### src/rtl/pc_stack_unit_if.sv
`default_nettype none
// +--------------------------------------------------------------------------+
// | pc_stack_unit_if : fetch-side control/status bundle for pc_stack_unit     |
// | Revision: 1.0                                                             |
// +--------------------------------------------------------------------------+
interface pc_stack_unit_if #(
   parameter int ADDR_W      = 6,
   parameter int OFF_W       = 8,
   parameter int STACK_DEPTH = 4
) ();
   localparam int c_sp_w = $clog2(STACK_DEPTH + 1);

   logic [ADDR_W-1:0]  A;
   logic [OFF_W/2-1:0] SA;
   logic [OFF_W/2-1:0] SB;
   logic [2:0]         PS;
   logic               stall;
   logic               err_clr;
   logic [ADDR_W-1:0]  PC;
   logic [c_sp_w-1:0]  sp;
   logic               full;
   logic               empty;
   logic               ovf;
   logic               unf;

   modport master (
      output A, SA, SB, PS, stall, err_clr,
      input  PC, sp, full, empty, ovf, unf
   );

   modport slave (
      input  A, SA, SB, PS, stall, err_clr,
      output PC, sp, full, empty, ovf, unf
   );
endinterface
`default_nettype wire

### src/rtl/pc_stack_unit.sv
`default_nettype none
// +--------------------------------------------------------------------------+
// | pc_stack_unit : program counter with return-address stack (LIFO).        |
// | Stack, sp, full/empty and ovf exist only when PC_STACK_EN is defined.    |
// | Revision: 1.0                                                             |
// +--------------------------------------------------------------------------+
module pc_stack_unit #(
   parameter int ADDR_W      = 6,
   parameter int OFF_W       = 8,
   parameter int STACK_DEPTH = 4,
   parameter int RESET_VEC   = 0
) (
   input  wire logic      clk_main,
   input  wire logic      reset,
   pc_stack_unit_if.slave bus
);
   localparam int c_sp_w  = $clog2(STACK_DEPTH + 1);
   localparam int c_idx_w = (STACK_DEPTH > 1) ? $clog2(STACK_DEPTH) : 1;

   localparam logic [2:0] c_ps_inc  = 3'b001;
   localparam logic [2:0] c_ps_rel  = 3'b010;
   localparam logic [2:0] c_ps_idx  = 3'b011;
   localparam logic [2:0] c_ps_abs  = 3'b100;
   localparam logic [2:0] c_ps_call = 3'b101;
   localparam logic [2:0] c_ps_ret  = 3'b110;

   logic [ADDR_W-1:0] pc_q, pc_d;
   logic [ADDR_W-1:0] pc_inc;
   logic [ADDR_W-1:0] off_ext;
   logic [OFF_W-1:0]  off_raw;
   logic              unf_q, unf_d;

   assign off_raw = {bus.SA, bus.SB};
   // Signed size cast sign-extends a narrow offset and truncates a wide one.
   assign off_ext = ADDR_W'($signed(off_raw));
   assign pc_inc  = pc_q + ADDR_W'(1);

`ifdef PC_STACK_EN
   localparam logic [c_sp_w-1:0] c_sp_full = c_sp_w'(STACK_DEPTH);

   logic [ADDR_W-1:0]  stack_q [STACK_DEPTH];
   logic [c_sp_w-1:0]  sp_q, sp_d;
   logic               ovf_q, ovf_d;
   logic               push_en;
   logic [c_idx_w-1:0] push_idx;
   logic [c_idx_w-1:0] top_idx;

   assign push_idx = c_idx_w'(sp_q);
   assign top_idx  = c_idx_w'(sp_q - 1'b1);
`endif

   always_comb begin
      pc_d  = pc_q;
      unf_d = unf_q & ~bus.err_clr;
`ifdef PC_STACK_EN
      sp_d    = sp_q;
      ovf_d   = ovf_q & ~bus.err_clr;
      push_en = 1'b0;
`endif
      if (!bus.stall) begin
         case (bus.PS)
            c_ps_inc: pc_d = pc_inc;
            c_ps_rel: pc_d = pc_inc + off_ext;
            c_ps_idx: pc_d = pc_q + bus.A;
            c_ps_abs: pc_d = bus.A;
            c_ps_call: begin
               pc_d = bus.A;
`ifdef PC_STACK_EN
               if (sp_q == c_sp_full) begin
                  ovf_d = 1'b1;
               end else begin
                  push_en = 1'b1;
                  sp_d    = sp_q + 1'b1;
               end
`endif
            end
            c_ps_ret: begin
`ifdef PC_STACK_EN
               if (sp_q == '0) begin
                  unf_d = 1'b1;
               end else begin
                  pc_d = stack_q[top_idx];
                  sp_d = sp_q - 1'b1;
               end
`else
               unf_d = 1'b1;
`endif
            end
            default: pc_d = pc_q;
         endcase
      end
   end

   always_ff @(posedge clk_main or negedge reset) begin
      if (!reset) begin
         pc_q  <= ADDR_W'(RESET_VEC);
         unf_q <= 1'b0;
`ifdef PC_STACK_EN
         sp_q  <= '0;
         ovf_q <= 1'b0;
`endif
      end else begin
         pc_q  <= pc_d;
         unf_q <= unf_d;
`ifdef PC_STACK_EN
         sp_q  <= sp_d;
         ovf_q <= ovf_d;
`endif
      end
   end

`ifdef PC_STACK_EN
   // Entries are only meaningful below sp, so the storage needs no reset.
   always_ff @(posedge clk_main) begin
      if (push_en) begin
         stack_q[push_idx] <= pc_inc;
      end
   end

   assign bus.sp    = sp_q;
   assign bus.full  = (sp_q == c_sp_full);
   assign bus.empty = (sp_q == '0);
   assign bus.ovf   = ovf_q;
`else
   assign bus.sp    = '0;
   assign bus.full  = 1'b0;
   assign bus.empty = 1'b1;
   assign bus.ovf   = 1'b0;
`endif

   assign bus.PC  = pc_q;
   assign bus.unf = unf_q;
endmodule
`default_nettype wire

### src/flat_wrapper.sv
// flat-port wrapper written by rule: the top's interface ports become plain ports
module pc_stack_unit_flat 
#(
   parameter int ADDR_W      = 6,
   parameter int OFF_W       = 8,
   parameter int STACK_DEPTH = 4,
   parameter int RESET_VEC   = 0
)
  (clk_main, reset, bus_A, bus_SA, bus_SB, bus_PS, bus_stall, bus_err_clr, bus_PC, bus_sp, bus_full, bus_empty, bus_ovf, bus_unf);
  pc_stack_unit_if #(.ADDR_W(ADDR_W), .OFF_W(OFF_W), .STACK_DEPTH(STACK_DEPTH)) bus_i ();
  input  wire logic clk_main;
  input  wire logic reset;
  input wire logic [$bits(bus_i.A)-1:0] bus_A;
  input wire logic [$bits(bus_i.SA)-1:0] bus_SA;
  input wire logic [$bits(bus_i.SB)-1:0] bus_SB;
  input wire logic [$bits(bus_i.PS)-1:0] bus_PS;
  input wire logic [$bits(bus_i.stall)-1:0] bus_stall;
  input wire logic [$bits(bus_i.err_clr)-1:0] bus_err_clr;
  output wire logic [$bits(bus_i.PC)-1:0] bus_PC;
  output wire logic [$bits(bus_i.sp)-1:0] bus_sp;
  output wire logic [$bits(bus_i.full)-1:0] bus_full;
  output wire logic [$bits(bus_i.empty)-1:0] bus_empty;
  output wire logic [$bits(bus_i.ovf)-1:0] bus_ovf;
  output wire logic [$bits(bus_i.unf)-1:0] bus_unf;
  assign bus_i.A = bus_A;
  assign bus_i.SA = bus_SA;
  assign bus_i.SB = bus_SB;
  assign bus_i.PS = bus_PS;
  assign bus_i.stall = bus_stall;
  assign bus_i.err_clr = bus_err_clr;
  assign bus_PC = bus_i.PC;
  assign bus_sp = bus_i.sp;
  assign bus_full = bus_i.full;
  assign bus_empty = bus_i.empty;
  assign bus_ovf = bus_i.ovf;
  assign bus_unf = bus_i.unf;
  pc_stack_unit #(.ADDR_W(ADDR_W), .OFF_W(OFF_W), .STACK_DEPTH(STACK_DEPTH), .RESET_VEC(RESET_VEC)) u_core (.clk_main(clk_main), .reset(reset), .bus(bus_i));
endmodule
### config.mk
export PLATFORM = sky130hd
export DESIGN_NAME = pc_stack_unit_flat
export DESIGN_NICKNAME = d
export VERILOG_FILES = /design/src/rtl/pc_stack_unit_if.sv /design/src/rtl/pc_stack_unit.sv /design/src/flat_wrapper.sv
export SDC_FILE = /design/constraint.sdc
export NUM_CORES = 1
export LEC_CHECK = 0
export CELL_PAD_IN_SITES_DETAIL_PLACEMENT = 0
export CELL_PAD_IN_SITES_GLOBAL_PLACEMENT = 1
export CORE_UTILIZATION = 33
export CTS_CLUSTER_DIAMETER = 30
export CTS_CLUSTER_SIZE = 14
export DETAILED_ROUTE_END_ITERATION = 10
export GPL_TIMING_DRIVEN = 1
export PLACE_DENSITY_LB_ADDON = 0.1
export REMOVE_ABC_BUFFERS = 1
export SYNTH_ARGS = -nofsm -noshare
export SYNTH_HDL_FRONTEND = slang
export SYNTH_SLANG_ARGS = --single-unit
### constraint.sdc
create_clock -name clk_main -period 2.85 [get_ports clk_main]
set_input_delay 0.7125 -clock clk_main [delete_from_list [all_inputs] [get_ports clk_main]]
set_output_delay 0.7125 -clock clk_main [all_outputs]
set_load 0.02 [all_outputs]
==> results of run 1 <==
[report_power, final]
part / internal [W] / switching, W
Combinational: 0.000307 / 0.000313
Sequential: 0.000125 / 0.0000590
Clock: 0.0000537 / 0.0000402
Total: 0.000486 / 0.000412
[state kept, by name, summed over array words and instances (netlist names)]
| signal | flops |
|---|---|
| u_core.bus.unf | 1 |
| u_core.bus.PC | 6 |
[worst paths after layout]
kind / from / end / slack, ns
max in group asynchronous: reset / u_core.bus.PC[3] / 1.89
worst min register to register: u_core.bus.unf / u_core.bus.unf / 0.52
worst max-delay path: u_core.bus.PC[1] / u_core.bus.PC[5] / 0.45
worst min-delay path: u_core.bus.unf / u_core.bus.unf / 0.52
min in group asynchronous: reset / u_core.bus.PC[1] / 0.72
worst max register to register: u_core.bus.PC[1] / u_core.bus.PC[5] / 0.45
[through the flow]
stage               area, µm²  setup WS (ns)  power, W   util  hold slack [ns]
finish                   1360          0.446  0.000898  0.450            0.525
global route             1360          0.316  0.000988  0.450            0.569
CTS                      1360          0.440  0.000906  0.450            0.532
detailed placement       1340          0.210  0.000808  0.441            0.521
global placement         1340          0.191  0.000802  0.441            0.509
floorplan                 992          0.648  0.000609      -            0.417
[per-layer routing]
layer	global-route usage	wire length, µm	vias to the layer above
li1	-	-	509
met1	0.244	1360	499
met2	0.317	1350	33
met3	0.0352	137	0
met4	0.0204	0	0
met5	0	0	-
[kinds of logic (layout without fill, tap and decap cells)]
logic type      Yosys count  count (layout)  share of synthesized area
compound gates           43              43                      0.279
xor+xnor                 11              11                     0.0993
fa+ha+maj                14              14                      0.182
buf+inv                  14              38                     0.0801
flops                     7               7                      0.167
mux                       5               5                     0.0502
other cells               2               6                    0.00718
simple gates             29              29                      0.135
[layout make-up]
class / count / area [µm²]
fillers: 325 / 1670
multi-input cells: 108 / 802
repair buffers: 30 / 288
flip-flops and latches: 7 / 175
well taps: 44 / 55.1
clock buffers: 4 / 26.3
inverters: 4 / 15.0
[worst register-to-register path: stages, from the launching register on]
cell and delay, ns:
dfrtp_1 0.48, ha_1 0.28, nand3_1 0.11, xnor2_1 0.26, ha_1 0.32, a21o_1 0.22, a211o_1 0.26, a41oi_1 0.23
a21oi_1 0.11
[layout by cell type (no fill, tap or decap), types with 2 or more instances in the layout]
master / n
o21ai_0: 4
buf_4: 5
fa_1: 2
xor2_1: 4
ha_1: 12
a21oi_1: 15
nand2_1: 6
mux2i_1: 3
inv_1: 4
nand3_1: 6
dfrtp_1: 7
a31oi_1: 3
mux2_2: 2
clkdlybuf4s50_1: 25
clkbuf_4: 3
conb_1: 6
xnor2_1: 6
a21o_1: 6
nor2_1: 8
nor3_1: 2
a41oi_1: 2
==> flow_summary.toml, run 1 <==
[clock_tree]
cts-buffers-inserted = 3
clock_path_buffers = 2
clock-root-buffer = "clkbuf_4"
path_clk_slew_ns = 0.05
cts_resized = 0
cts_htree_levels = 1
cts_setup_buffers = 0
cts_hold_buffers = 0
clock_sinks = 7
cts_tree = "yes"
clk_latency_ns = 0.25

[worst_setup_path]
cp_slowest_stage_delay_ns = 0.48
cp_common_cell = "ha_1"
critPathCaptureType = "flip-flop"
start_kind = "flip-flop"
cp.depth = 8
crit_chain = "ha_1 > nand3_1 > xnor2_1 > ha_1 > a21o_1 > a211o_1 > a41oi_1 > a21oi_1"
path_class = "reg2reg"
crit_family = "compound AO/OA/AOI/OAI gates"
path_buf_inv = 0
critical_path_arrival_ns = 2.54
reg2reg_depth = 8
crit_required_ns = 2.98
cp_slowest_cell = "dfrtp_1"
cp_max_fo = 6

[synthesis]
syn-cell-area_um2 = 1050
synth_most_common_cell = "a21oi_1"
syn_inst = 125
async_flop_share = 1.00
ys_types = 43
yosysTopAreaCell = "dfrtp_1"
synth_top_area_share = 0.167
synth-seq-cells = 7
synth-main-ff-cell = "dfrtp_1"
ys_seq_area_frac = 0.167
synthTopCellsByArea = "dfrtp_1 (17%), ha_1 (14%), a21oi_1 (7.2%)"
avgSynthCellArea_um2 = 8.37
synth_edf_count = 0
synth-warning-count = 0
yosys-top-cells-count = "a21oi_1 (15), ha_1 (12), nor2_1 (8), dfrtp_1 (7)"

[flow_run]
max-cap-violations = 0

[detailed_routing]
vias = 1041
via_per_inst = 5.28
final_antenna_net_count = 0
dr.pass1.iters = 7
wire_per_inst_um = 14.5
routed_wl_mm = 2.85
drc = 2
initialDrtViolationCount = 63

[layout]
area_growth_pct = 30.1
layout-drive-gt1-share = 0.0915
antennaDiodeCount = 0
nets = 189
layout.cells.non_filler = 197

[sta]
finalSetupViolCount = 0
min_period_ns = 2.40
fin_setup_tns_ns = 0
rsz0062_at_grt = "false"
skew_ns = 0.0000901
max_freq_mhz = 416
min_period_over_period = 0.844
finalMaxSlewViolations = 0
finalHoldViolCount = 0

[die]
dieArea_um2 = 3400
die_h_um = 58.3
dieWidth_um = 58.3
fp.coreArea_um2 = 3030
placementRows = 20
initial_core_util = 0.345
ios = 34

[status]
run_status = "complete, but fails checks"
violations = "DRC"

[power_and_ir_drop]
p_leak_nw = 0.603
peakVddDrop_v = 0.000213
power_density_nw_per_um2 = 660

[grt]
grt_pass1_vias = 996
antenna_found_initial = 0
grt_pass1_wl_mm = 4.65
grt_remaining_overflow = 0
grt_util_all_layers = 0.183
grt_max_degree = 11

[min_path]
whs_path_depth = 2
hold_path.class = "reg2reg"

[place]
routabilityCongestion = 0.770
port-buffer-count = 25
placedCellCount = 193
dp.final_hpwl_mm = 2.30
No activity file was read; power rests on OpenSTA's default activity.
==> inputs of run 2 (changes only) <==
Settings changed: CORE_UTILIZATION 33 to 30.
Clock period 2.85 ns to 2 ns, I/O delays scaled along.
==> flow_summary.toml, run 2 (synthesis gave the netlist of run 1 again) <==
[status]
run_status = "finished, final reports clean"

[layout]
area_growth_pct = 70.2
nets = 219
seqCellArea_um2 = 176
antennaDiodeCount = 0
layout-drive-gt1-share = 0.361
stdcell_area_um2 = 1780
fill_cells = 336
multiInputGateArea_um2 = 986
final_cell_mix = "buf_4 (35), clkdlybuf4s50_1 (19), a21oi_1 (11)"
layout_commonest_cell = "buf_4"
largest_register_ffs = 6

[detailed_routing]
final_antenna_net_count = 0
via_per_inst = 4.97
routed_wl_mm = 3.28
initialDrtViolationCount = 56
drc = 0
dr.pass1.iters = 4
vias = 1137
wire_per_inst_um = 14.3

[grt]
grt_pass1_wl_mm = 5.10
grt_max_degree = 10
grt_util_all_layers = 0.190
grt_pass1_vias = 1078
grt_remaining_overflow = 0
antenna_found_initial = 0

[die]
dieArea_um2 = 3730
fp.coreArea_um2 = 3340
initial_core_util = 0.313
die_h_um = 61.1
ios = 34
placementRows = 21
dieWidth_um = 61.1

[clock_tree]
clk_latency_ns = 0.25
cts_tree = "yes"
clock_path_buffers = 2
path_clk_slew_ns = 0.05
cts_hold_buffers = 0
clock_sinks = 7
cts-buffers-inserted = 3
cts_htree_levels = 1
clock-root-buffer = "clkbuf_4"

[worst_setup_path]
crit_required_ns = 2.14
cp_slowest_cell = "fa_2"
cp_slowest_stage_delay_ns = 0.44
reg2reg_from = "u_core.bus.PC[0]"
critPathCaptureType = "flip-flop"
path_class = "reg2reg"
reg2reg_depth = 8
crit_chain = "buf_4 > inv_1 > ha_4 > fa_2 > mux2_4 > nand3_2 > o21ai_2 > a22o_1"
r2r_slack_ns = 0.02
start_kind = "flip-flop"
critical_path_arrival_ns = 2.11
cp_max_fo = 5
worstReg2RegEnd = "u_core.bus.PC[1]"

[power_and_ir_drop]
peakVddDrop_v = 0.000369
power_density_nw_per_um2 = 997
p_leak_nw = 0.802

[place]
port-buffer-count = 25
dp.final_hpwl_mm = 2.60
routabilityCongestion = 0.845
postPlaceCellArea_um2 = 1530
post-place-ws_ns = -0.441

[sta]
fin_setup_tns_ns = 0
whs_ns = 0.511
max_freq_mhz = 506
finalSetupViolCount = 0
rsz0062_at_grt = "true"
finalHoldViolCount = 0
finalMaxSlewViolations = 0
min_period_over_period = 0.989
min_period_ns = 1.98
setup_ws_ns = 0.0221
skew_ns = 0.00662

[flow_run]
max-cap-violations = 0

[min_path]
hold_path.class = "in2async"
-- run 2: cell types whose count changed in the layout (fill, tap and decap cells not counted), sizes merged --
cell | previous run | this run
dlygate4sd2 | 0 | 2
buf | 5 | 36
dlymetal6s2s | 0 | 3
clkdlybuf4s50 | 25 | 19
-- run 2: metrics by stage --
step / power (W) / util / std cells
6_report: 0.00177 / 0.534 / 229
5_1_grt: 0.00193 / 0.534 / 229
4_1_cts: 0.00160 / 0.498 / 227
3_5_place_dp: 0.00133 / 0.457 / 220
3_3_place_gp: 0.00131 / 0.457 / 220
2_1_floorplan: 0.000868 / - / 119
-- run 2: worst max-delay path by stage --
stage / slack, ns / start / endpoint / cells after the start
2_1_floorplan: -0.20 / u_core.bus.PC[1] / u_core.bus.PC[5] / 8
3_3_place_gp: -0.38 / bus_A[0] / u_core.bus.PC[4] / 8
3_5_place_dp: -0.44 / bus_A[0] / u_core.bus.PC[4] / 8
4_1_cts: -0.04 / u_core.bus.PC[1] / u_core.bus.PC[5] / 8
5_1_grt: -0.08 / u_core.bus.PC[0] / u_core.bus.PC[4] / 9
6_report: 0.02 / u_core.bus.PC[0] / u_core.bus.PC[1] / 8
-- run 2: cell type report --
type | count | area share
clock buffer | 4 | 0.0148
inverter | 4 | 0.00843
multi-input combinational | 108 | 0.554
sequential | 7 | 0.0991
tap | 46 | 0.0323
timing repair buffer | 60 | 0.292
-- run 2: worst max-delay path: cells and delay by family (launching register included) --
family	cells	cell delay [ns]
compound gates	2	0.23
fa+ha+maj	2	0.60
buf+inv	2	0.28
flops	1	0.40
mux	1	0.28
simple gates	1	0.07
-- run 2: power by group --
group	internal, W	total (W)	switching, W
logic	0.000765	0.00140	0.000630
clock network	0.0000761	0.000128	0.0000523
registers	0.000181	0.000251	0.0000698
total	0.00102	0.00177	0.000752
-- run 2: per-layer routing --
layer	vias to the layer above	track usage	wire, µm
met1	536	0.256	1540
met2	28	0.334	1620
met4	0	0.00974	19
li1	571	-	-
met5	-	0	0
met3	2	0.0315	109
-- run 2: repair_timing --
item                                    4_1_cts  5_1_grt
gates resized for setup                      24       15
gates cloned                                  0        0
pin swaps                                    12       10
setup buffers                                 3        2
endpoints found under the setup margin        5        5
==> inputs of run 3 (changes only) <==
Settings changed: CTS_CLUSTER_DIAMETER 30 to 50.
==> results of run 3 <==
No change in the layout: final DEF, timing and power equal those of run 2.
